`src/rtl/puf_crp_controller.sv`:
```
// Arbiter-PUF challenge/response collector: LFSR challenge generation, core sequencing, R-bit response capture.
// Optional PUF_MAJORITY_VOTE_EN: each challenge evaluated three times, response bit is the majority.
module puf_crp_controller #(
  parameter int unsigned    N          = 8,
  parameter int unsigned    R          = 16,
  parameter logic [N-1:0]   TAPS       = 'hB8,
  parameter int unsigned    SETTLE_CYC = 4,
  parameter int unsigned    EVAL_CYC   = 8
) (
  input  logic         clk,
  input  logic         reset,
  input  logic         req_valid,
  output logic         req_ready,
  input  logic [N-1:0] seed,
  output logic         rsp_valid,
  input  logic         rsp_ready,
  output logic [R-1:0] rsp_data,
  output logic [N-1:0] puf_challenge,
  output logic         puf_reset,
  output logic         puf_start,
  input  logic         puf_out,
  output logic         busy
);

  localparam int unsigned CMAX0 = (SETTLE_CYC > EVAL_CYC) ? SETTLE_CYC : EVAL_CYC;
  localparam int unsigned CMAX  = (CMAX0 > 2) ? CMAX0 : 2;
  localparam int unsigned CW    = $clog2(CMAX);
  localparam int unsigned BW    = (R > 1) ? $clog2(R) : 1;

  typedef enum logic [2:0] {
    S_IDLE,
    S_CLR,
    S_SETTLE,
    S_EVAL,
    S_SAMPLE,
    S_NEXT,
    S_DONE
  } state_e;

  state_e          state_q, state_d;
  logic [N-1:0]    lfsr_q, lfsr_d;
  logic [BW-1:0]   bit_q, bit_d;
  logic [R-1:0]    data_q, data_d;
  logic [CW-1:0]   cyc_q, cyc_d;
  logic            sync1_q, sync2_q;
  logic            init_q;
`ifdef PUF_MAJORITY_VOTE_EN
  logic [1:0]      rep_q, rep_d;
  logic [1:0]      vote_q, vote_d;
`endif

  // Right-shifting Galois step; TAPS is XORed in when the bit shifted out is 1.
  function automatic logic [N-1:0] lfsr_step(input logic [N-1:0] s);
    lfsr_step = s[0] ? ((s >> 1) ^ TAPS) : (s >> 1);
  endfunction

  always_ff @(posedge clk or posedge reset) begin
    if (reset) begin
      state_q <= S_IDLE;
      lfsr_q  <= '0;
      bit_q   <= '0;
      data_q  <= '0;
      cyc_q   <= '0;
      sync1_q <= 1'b0;
      sync2_q <= 1'b0;
      init_q  <= 1'b1;
`ifdef PUF_MAJORITY_VOTE_EN
      rep_q   <= '0;
      vote_q  <= '0;
`endif
    end else begin
      state_q <= state_d;
      lfsr_q  <= lfsr_d;
      bit_q   <= bit_d;
      data_q  <= data_d;
      cyc_q   <= cyc_d;
      sync1_q <= puf_out;
      sync2_q <= sync1_q;
      init_q  <= 1'b0;
`ifdef PUF_MAJORITY_VOTE_EN
      rep_q   <= rep_d;
      vote_q  <= vote_d;
`endif
    end
  end

  always_comb begin
    state_d = state_q;
    lfsr_d  = lfsr_q;
    bit_d   = bit_q;
    data_d  = data_q;
    cyc_d   = cyc_q;
`ifdef PUF_MAJORITY_VOTE_EN
    rep_d   = rep_q;
    vote_d  = vote_q;
`endif
    case (state_q)
      S_IDLE: begin
        if (req_valid) begin
          lfsr_d  = (seed == '0) ? N'(1) : seed;
          bit_d   = '0;
          data_d  = '0;
          cyc_d   = '0;
`ifdef PUF_MAJORITY_VOTE_EN
          rep_d   = '0;
`endif
          state_d = S_CLR;
        end
      end
      S_CLR: begin
        if (cyc_q == CW'(1)) begin
          cyc_d   = '0;
          state_d = S_SETTLE;
        end else begin
          cyc_d = cyc_q + CW'(1);
        end
      end
      S_SETTLE: begin
        if (cyc_q == CW'(SETTLE_CYC - 1)) begin
          cyc_d   = '0;
          state_d = S_EVAL;
        end else begin
          cyc_d = cyc_q + CW'(1);
        end
      end
      S_EVAL: begin
        if (cyc_q == CW'(EVAL_CYC - 1)) begin
          cyc_d   = '0;
          state_d = S_SAMPLE;
        end else begin
          cyc_d = cyc_q + CW'(1);
        end
      end
      S_SAMPLE: begin
`ifdef PUF_MAJORITY_VOTE_EN
        // First two samples are parked; the third resolves the vote and commits the bit.
        if (rep_q == 2'd2) begin
          data_d[bit_q] = (vote_q[0] & vote_q[1]) | (vote_q[0] & sync2_q) |
                          (vote_q[1] & sync2_q);
          rep_d   = '0;
          state_d = S_NEXT;
        end else begin
          vote_d[rep_q[0]] = sync2_q;
          rep_d   = rep_q + 2'd1;
          state_d = S_CLR;
        end
`else
        data_d[bit_q] = sync2_q;
        state_d       = S_NEXT;
`endif
      end
      S_NEXT: begin
        lfsr_d = lfsr_step(lfsr_q);
        if (bit_q == BW'(R - 1)) begin
          state_d = S_DONE;
        end else begin
          bit_d   = bit_q + BW'(1);
          state_d = S_CLR;
        end
      end
      S_DONE: begin
        if (rsp_ready) state_d = S_IDLE;
      end
      default: state_d = S_IDLE;
    endcase
  end

  assign req_ready     = (state_q == S_IDLE);
  assign busy          = (state_q != S_IDLE);
  assign rsp_valid     = (state_q == S_DONE);
  assign rsp_data      = data_q;
  assign puf_challenge = lfsr_q;
  // init_q holds the core in clear from reset until the first clock edge.
  assign puf_reset     = init_q | (state_q == S_CLR);
  assign puf_start     = (state_q == S_EVAL) | (state_q == S_SAMPLE);

endmodule

```
`config.mk`:
```
export PLATFORM = sky130hd
export DESIGN_NAME = puf_crp_controller
export DESIGN_NICKNAME = d
export VERILOG_FILES = /design/src/rtl/puf_crp_controller.sv
export SDC_FILE = /design/constraint.sdc
export NUM_CORES = 1
export LEC_CHECK = 0
export CORE_MARGIN = 2
export CORE_UTILIZATION = 51
export CTS_CLUSTER_DIAMETER = 30
export DETAILED_ROUTE_END_ITERATION = 6
export PLACE_DENSITY = 0.8
export SETUP_SLACK_MARGIN = 0.02
export SLEW_MARGIN = 20
export SYNTH_ARGS = -nofsm -noshare
export SYNTH_HDL_FRONTEND = slang
export SYNTH_SLANG_ARGS = --single-unit
export TNS_END_PERCENT = 1
```
`constraint.sdc`:
```
create_clock -name clk -period 2.2 [get_ports clk]
set_clock_uncertainty 0.2 [all_clocks]
set_input_delay 0.33 -clock clk [delete_from_list [all_inputs] [get_ports clk]]
set_output_delay 0.33 -clock clk [all_outputs]
set_load 0.03 [all_outputs]
```
# [Word-level counts from Yosys, hierarchy flattened]
# Cells that the tools add are included.
[totals] word_cells=67 output_inout_bits=29 regBits=37 input_bits=13
[classes] eq_ne=16 reduce_logical=12 n_addsub=2 n_lt_le_gt_ge=2 bitwise_logic=3 n_mux=24
[op_table] operator="$pmux W16 S2" count=1
[op_table] operator="$mux W3" count=10
[op_table] operator="$mux W8" count=3
[op_table] operator="$pmux W3 S7" count=1
[op_table] operator="$bwmux W16" count=1
[op_table] operator="$mux W16" count=1
[op_table] operator="$pmux W8 S2" count=1
[op_table] operator="$eq A3 B3 Y1 const B" count=4
[op_table] operator="$pmux W3 S4" count=1
[op_table] operator="$ne A2 B2 Y1 const B" count=5
[op_table] operator="$eq A3 B2 Y1 const B" count=3
[op_table] operator="$logic_not A8 Y1" count=1
[op_table] operator="$mux W4" count=2
[op_table] operator="$pmux W4 S2" count=1
[op_table] operator="$eq A3 B1 Y1 const B" count=2
[op_table] operator="$reduce_and A2 Y1" count=3
[op_table] operator="$lt A4 B5 Y1 const B" count=1
[op_table] operator="$reduce_and A5 Y1" count=1
[op_table] operator="$add A4 B1 Y4 const B" count=1
[op_table] operator="$demux W1 S4" count=1
[op_table] operator="$eq A4 B4 Y1 const B" count=1
[op_table] operator="$ge A4 B1 Y1 const B" count=1
[op_table] operator="$not A3 Y4" count=1
[op_table] operator="$reduce_bool A2 Y1" count=2
[op_table] operator="other kinds (9)" count=10

# [Logic depth before layout (Yosys ltp)]
[logic_depth] ltp_word=6 depth_mapped=6 mapped_depth_nobuf=6

# [Worst setup path before layout]
# OpenSTA, ideal clock, no wires.
[synth_timing] path_kind="register to register" from="register state_q[1]" to="register data_q[10] (netlist: rsp_data[10])" stages_incl_launch_ff=7 synth_period_minus_slack_ns=2.247 t_required_ns=1.879 path_slack_ns=-0.047 setup_time_ns=0.121 t_arrival_ns=1.926 path_buffers=2 cell_sequence="dfrtp_1 buf_6 nor3_1 nand2_2 buf_4 o211ai_1 nand2_1"
[synth_between] elab_chain_cells=3 elab_cells_between_ends=6 classes_between="eq/ne (2); mux (1); reduce/logical (3)"
[synth_lines] item="start: declaration" line_no="40" rtl="state_e state_q, state_d;"
[synth_lines] item="start signal: assignment" line_no="72" rtl="state_q <= state_d;"
[synth_lines] item="$logic_not A3 Y1 *"
[synth_lines] item="named net req_ready" line_no="13" rtl="output logic req_ready,"
[synth_lines] item="$ne A2 B2 Y1 (no source line) or $reduce_bool A2 Y1 (tied branches)"
[synth_lines] item="$reduce_and A2 Y1 (no source line)"
[synth_lines] item="end signal: assignment" line_no="75" rtl="data_q <= data_d;"
[synth_lines] item="end: declaration" line_no="43" rtl="logic [R-1:0] data_q, data_d;"
# Mark *: on every way through the listed nets, which the timed path passes. The rest lies on a longest branch.
# A chain may end at the register's enable or synchronous reset.

# [Worst setup path after layout]
[layout_timing] from="register state_q[1]" to="output port puf_start"
[layout_between] elab_chain_cells=2 elab_cells_between_ends=3 classes_between="eq/ne (2); bitwise (1)"
[layout_lines] item="$eq A3 B2 Y1 or $eq A3 B3 Y1 (tied branches)" line_no="175" rtl="assign puf_start = (state_q == S_EVAL) | (state_q == S_SAMPLE);"
[layout_lines] item="$or A1 B1 Y1 *" line_no="175"
[layout_lines] item="end: declaration" line_no="20" rtl="output logic puf_start,"
# Mark *: on every way between the ends. The rest lies on a longest branch, timed or not.

==> impl_metrics.py <==
metrics = {
    "outcome": {
        "outcome": "complete, no violations",
    },
    "detailed_routing": {
        "first_pass_iters": 4,
        "wl_um": 4394,
        "ant_nets": 0,
        "wl_met2_um": 2113,
        "post_drt_wl_per_cell_um": 14.08,
        "drc": 0,
        "avgViaCountPerCell": 5.667,
        "wl_met1_um": 2006,
        "highest_layer": "met4",
        "drt_iter0_drc": 179,
        "dr_wl_met3_um": 190,
        "vias": 1768,
    },
    "final_layout": {
        "stdcell_area_um2": 2597,
        "area_growth_pct": 29.43,
        "final_nets": 284,
        "fillers": 308,
        "antenna_cells": 0,
        "fin_cells": 312,
        "drive_above_1_share_pct": 10.23,
    },
    "logic_synthesis": {
        "ys.flop_type": "dfrtp_1",
        "async_flop_share_pct": 100.0,
        "seq_area_frac_synth_pct": 46.20,
        "syn_avg_cell_area_um2": 9.164,
        "synth-seq-cells": 37,
        "synth_area_leader_cell": "dfrtp_1",
        "syn-num-nets": 240,
        "synth_area_leaders": "dfrtp_1 45%, nand2_1 6.4%, ha_1 5.0%",
        "synth_edf_count": 0,
        "synth_top_area_share_pct": 44.89,
        "post_synth_instance_area_um2": 2007,
        "yosysWarnings": 0,
        "synthCells": 219,
        "synth_cell_type_count": 43,
    },
    "place": {
        "placed_area_um2": 2481,
        "dp_hpwl_um": 3183,
        "port_buffers": 41,
        "routabilityCongestion": 0.8475,
        "dp.cells": 304,
    },
    "clock_tree": {
        "cts_tree": "built",
        "root_buffer": "clkbuf_8",
        "cts_buffers": 5,
        "clock-sinks": 37,
        "htree_levels": 2,
        "ctsHoldBuffers": 0,
        "path_clk_slew_ns": 0.08,
        "clk_latency_ns": 0.29,
        "cts_buffer_depth": 2,
    },
    "floorplan": {
        "initial_core_util_pct": 54.01,
        "dieWidth_um": 66.73,
        "num_rows": 22,
        "die_h_um": 66.73,
        "pin_count": 42,
        "die_area_um2": 4453,
        "core-area_um2": 3716,
    },
    "setup_path": {
        "rr_worst_depth": 6,
        "cp-end-kind": "output port",
        "slowest_stage": "dfrtp_1",
        "crit_path_frequent_cell": "buf_4",
        "r2r_setup_slack_ns": 0.40,
        "cp-startpoint": "state_q[1]",
        "critPathRequiredTime_ns": 1.67,
        "crit_type": "register to output port",
        "r2r-start": "state_q[1]",
        "arrival_ns": 1.53,
        "critPathCapture": "puf_start",
        "critPathMaxFanout": 17,
        "cp_cell_sequence": "buf_4 > nor3b_2 > buf_4 > nand2b_1 > buf_4",
        "worst_r2r_endpoint": "rsp_data[2]",
        "critPathMaxStageDelay_ns": 0.41,
        "startpoint_type": "register",
    },
    "global_route": {
        "antenna_found_initial": 0,
        "track_usage_pct": 21.92,
        "overflow": 0,
        "grt_max_degree": 38,
        "grt_pass1_wl_um": 7452,
        "grt_pass1_vias": 1632,
    },
    "timing": {
        "hold_slack_ns": 0.1552,
        "hold_viol_final": 0,
        "rsz0062_at_grt": "false",
        "layout_min_cycle_time_ns": 2.061,
        "setup_tns_ns": 0,
        "finalSetupViolCount": 0,
        "report.final.slew_viol_count": 0,
        "fin_crit_sh_pct": 93.66,
        "fmax_ghz": 0.4853,
    },
    "power_and_ir_drop": {
        "max-vdd-ir-drop_mv": 0.8514,
        "power_density_nw_per_um2": 1120,
        "total_power_mw": 2.908,
        "leakage_nw": 1.177,
    },
    "worst_hold_path": {
        "hold_depth": 0,
        "hp-class": "register to register",
    },
    "job": {
        "maxCapViolCount": 0,
    },
}
-- stage by stage --
| stage | setup slack (ns) | util, % |
|---|---|---|
| finish | 0.1395 | 69.90 |
| global route | 0.06993 | 69.90 |
| CTS | 0.06168 | 69.83 |
| detailed placement | 0.3159 | 66.77 |
| global placement | 0.3242 | 66.77 |
| floorplan | 0.3121 | - |
-- per-layer routing --
metal	global-route usage, %	vias up
met5	0	-
met2	36.88	48
li1	-	871
met4	7.908	0
met1	28.00	842
met3	4.223	7
-- power breakdown --
group / internal [mW] / switching (mW) / leakage, nW / total (mW)
sequential: 0.847 / 0.169 / 0.484 / 1.02
combinational: 0.534 / 0.744 / 0.635 / 1.28
clock: 0.370 / 0.244 / 0.0585 / 0.613
total: 1.75 / 1.16 / 1.18 / 2.91
-- critical path, delay by kind of cell (launching register included) --
family / cells / cell delay (ns)
buffers and inverters: 3 / 0.54
flip-flops: 1 / 0.41
AND/OR/NAND/NOR: 2 / 0.30
-- final cells by class --
| type | instances | area, um^2 | area share (%) |
|---|---|---|---|
| multi-input cells | 159 | 975.9 | 37.57 |
| flip-flops and latches | 37 | 927.1 | 35.69 |
| repair buffers | 52 | 488.0 | 18.79 |
| clock buffers | 7 | 86.33 | 3.324 |
| well taps | 48 | 60.06 | 2.312 |
| clock inverters | 1 | 30.03 | 1.156 |
| inverters | 8 | 30.03 | 1.156 |
-- logic make-up after synthesis --
| kind of cell | synth area share [%] |
|---|---|
| simple gates | 23.25 |
| compound gates | 18.64 |
| flops | 46.20 |
| buf+inv | 5.424 |
| fa+ha+maj | 4.988 |
| xor+xnor | 1.309 |
| other cells | 0.1869 |
-- worst min path at each step --
stage	from	end
2_1_floorplan	sync1_q	sync2_q
3_3_place_gp	sync1_q	sync2_q
3_5_place_dp	sync1_q	sync2_q
4_1_cts	sync1_q	sync2_q
5_1_grt	sync1_q	sync2_q
6_report	sync1_q	sync2_q
-- sequential cells by signal, indices dropped and copies added, names as in the netlist --
name	count
sync2_q	1
bit_q	4
state_q	3
cyc_q	3
init_q	1
rsp_data	16
puf_challenge	8
sync1_q	1
-- placed cells by master (no fill, tap or decap), types with 2 or more instances in the layout --
cell type and instances:
o311ai_0 4, o21ai_0 11, nand3_1 16, xnor2_1 3, buf_4 13, nor3_1 4
a22o_1 2, o211ai_1 12, dlygate4sd2_1 2, ha_1 8, clkbuf_8 6, nand2b_1 5
nand4_1 6, a221o_1 3, dfrtp_1 36, a22oi_1 3, a211oi_1 2, nor2_1 12
clkdlybuf4s50_1 36, and2_1 3, o22ai_1 3, nand2_1 34, and3_1 2, nor2b_1 2
a21oi_1 8, inv_1 8
-- synth_stat cells, types with 6 or more instances --
| cell | number |
|---|---|
| dfrtp_1 | 36 |
| nand2_1 | 34 |
| nand3_1 | 16 |
| nor2_1 | 12 |
| o211ai_1 | 12 |
| o21ai_0 | 11 |
| a21oi_1 | 8 |
| ha_1 | 8 |
| inv_1 | 8 |
| clkbuf_1 | 7 |
| nand4_1 | 6 |
-- repair_timing --
action                     in CTS  in global routing
hold endpoints to repair        0                  0
gates resized for setup         2                  1
setup buffers                   0                  0
setup endpoints to repair       2                  1
Note: power is estimated with default switching activity, not from simulation.
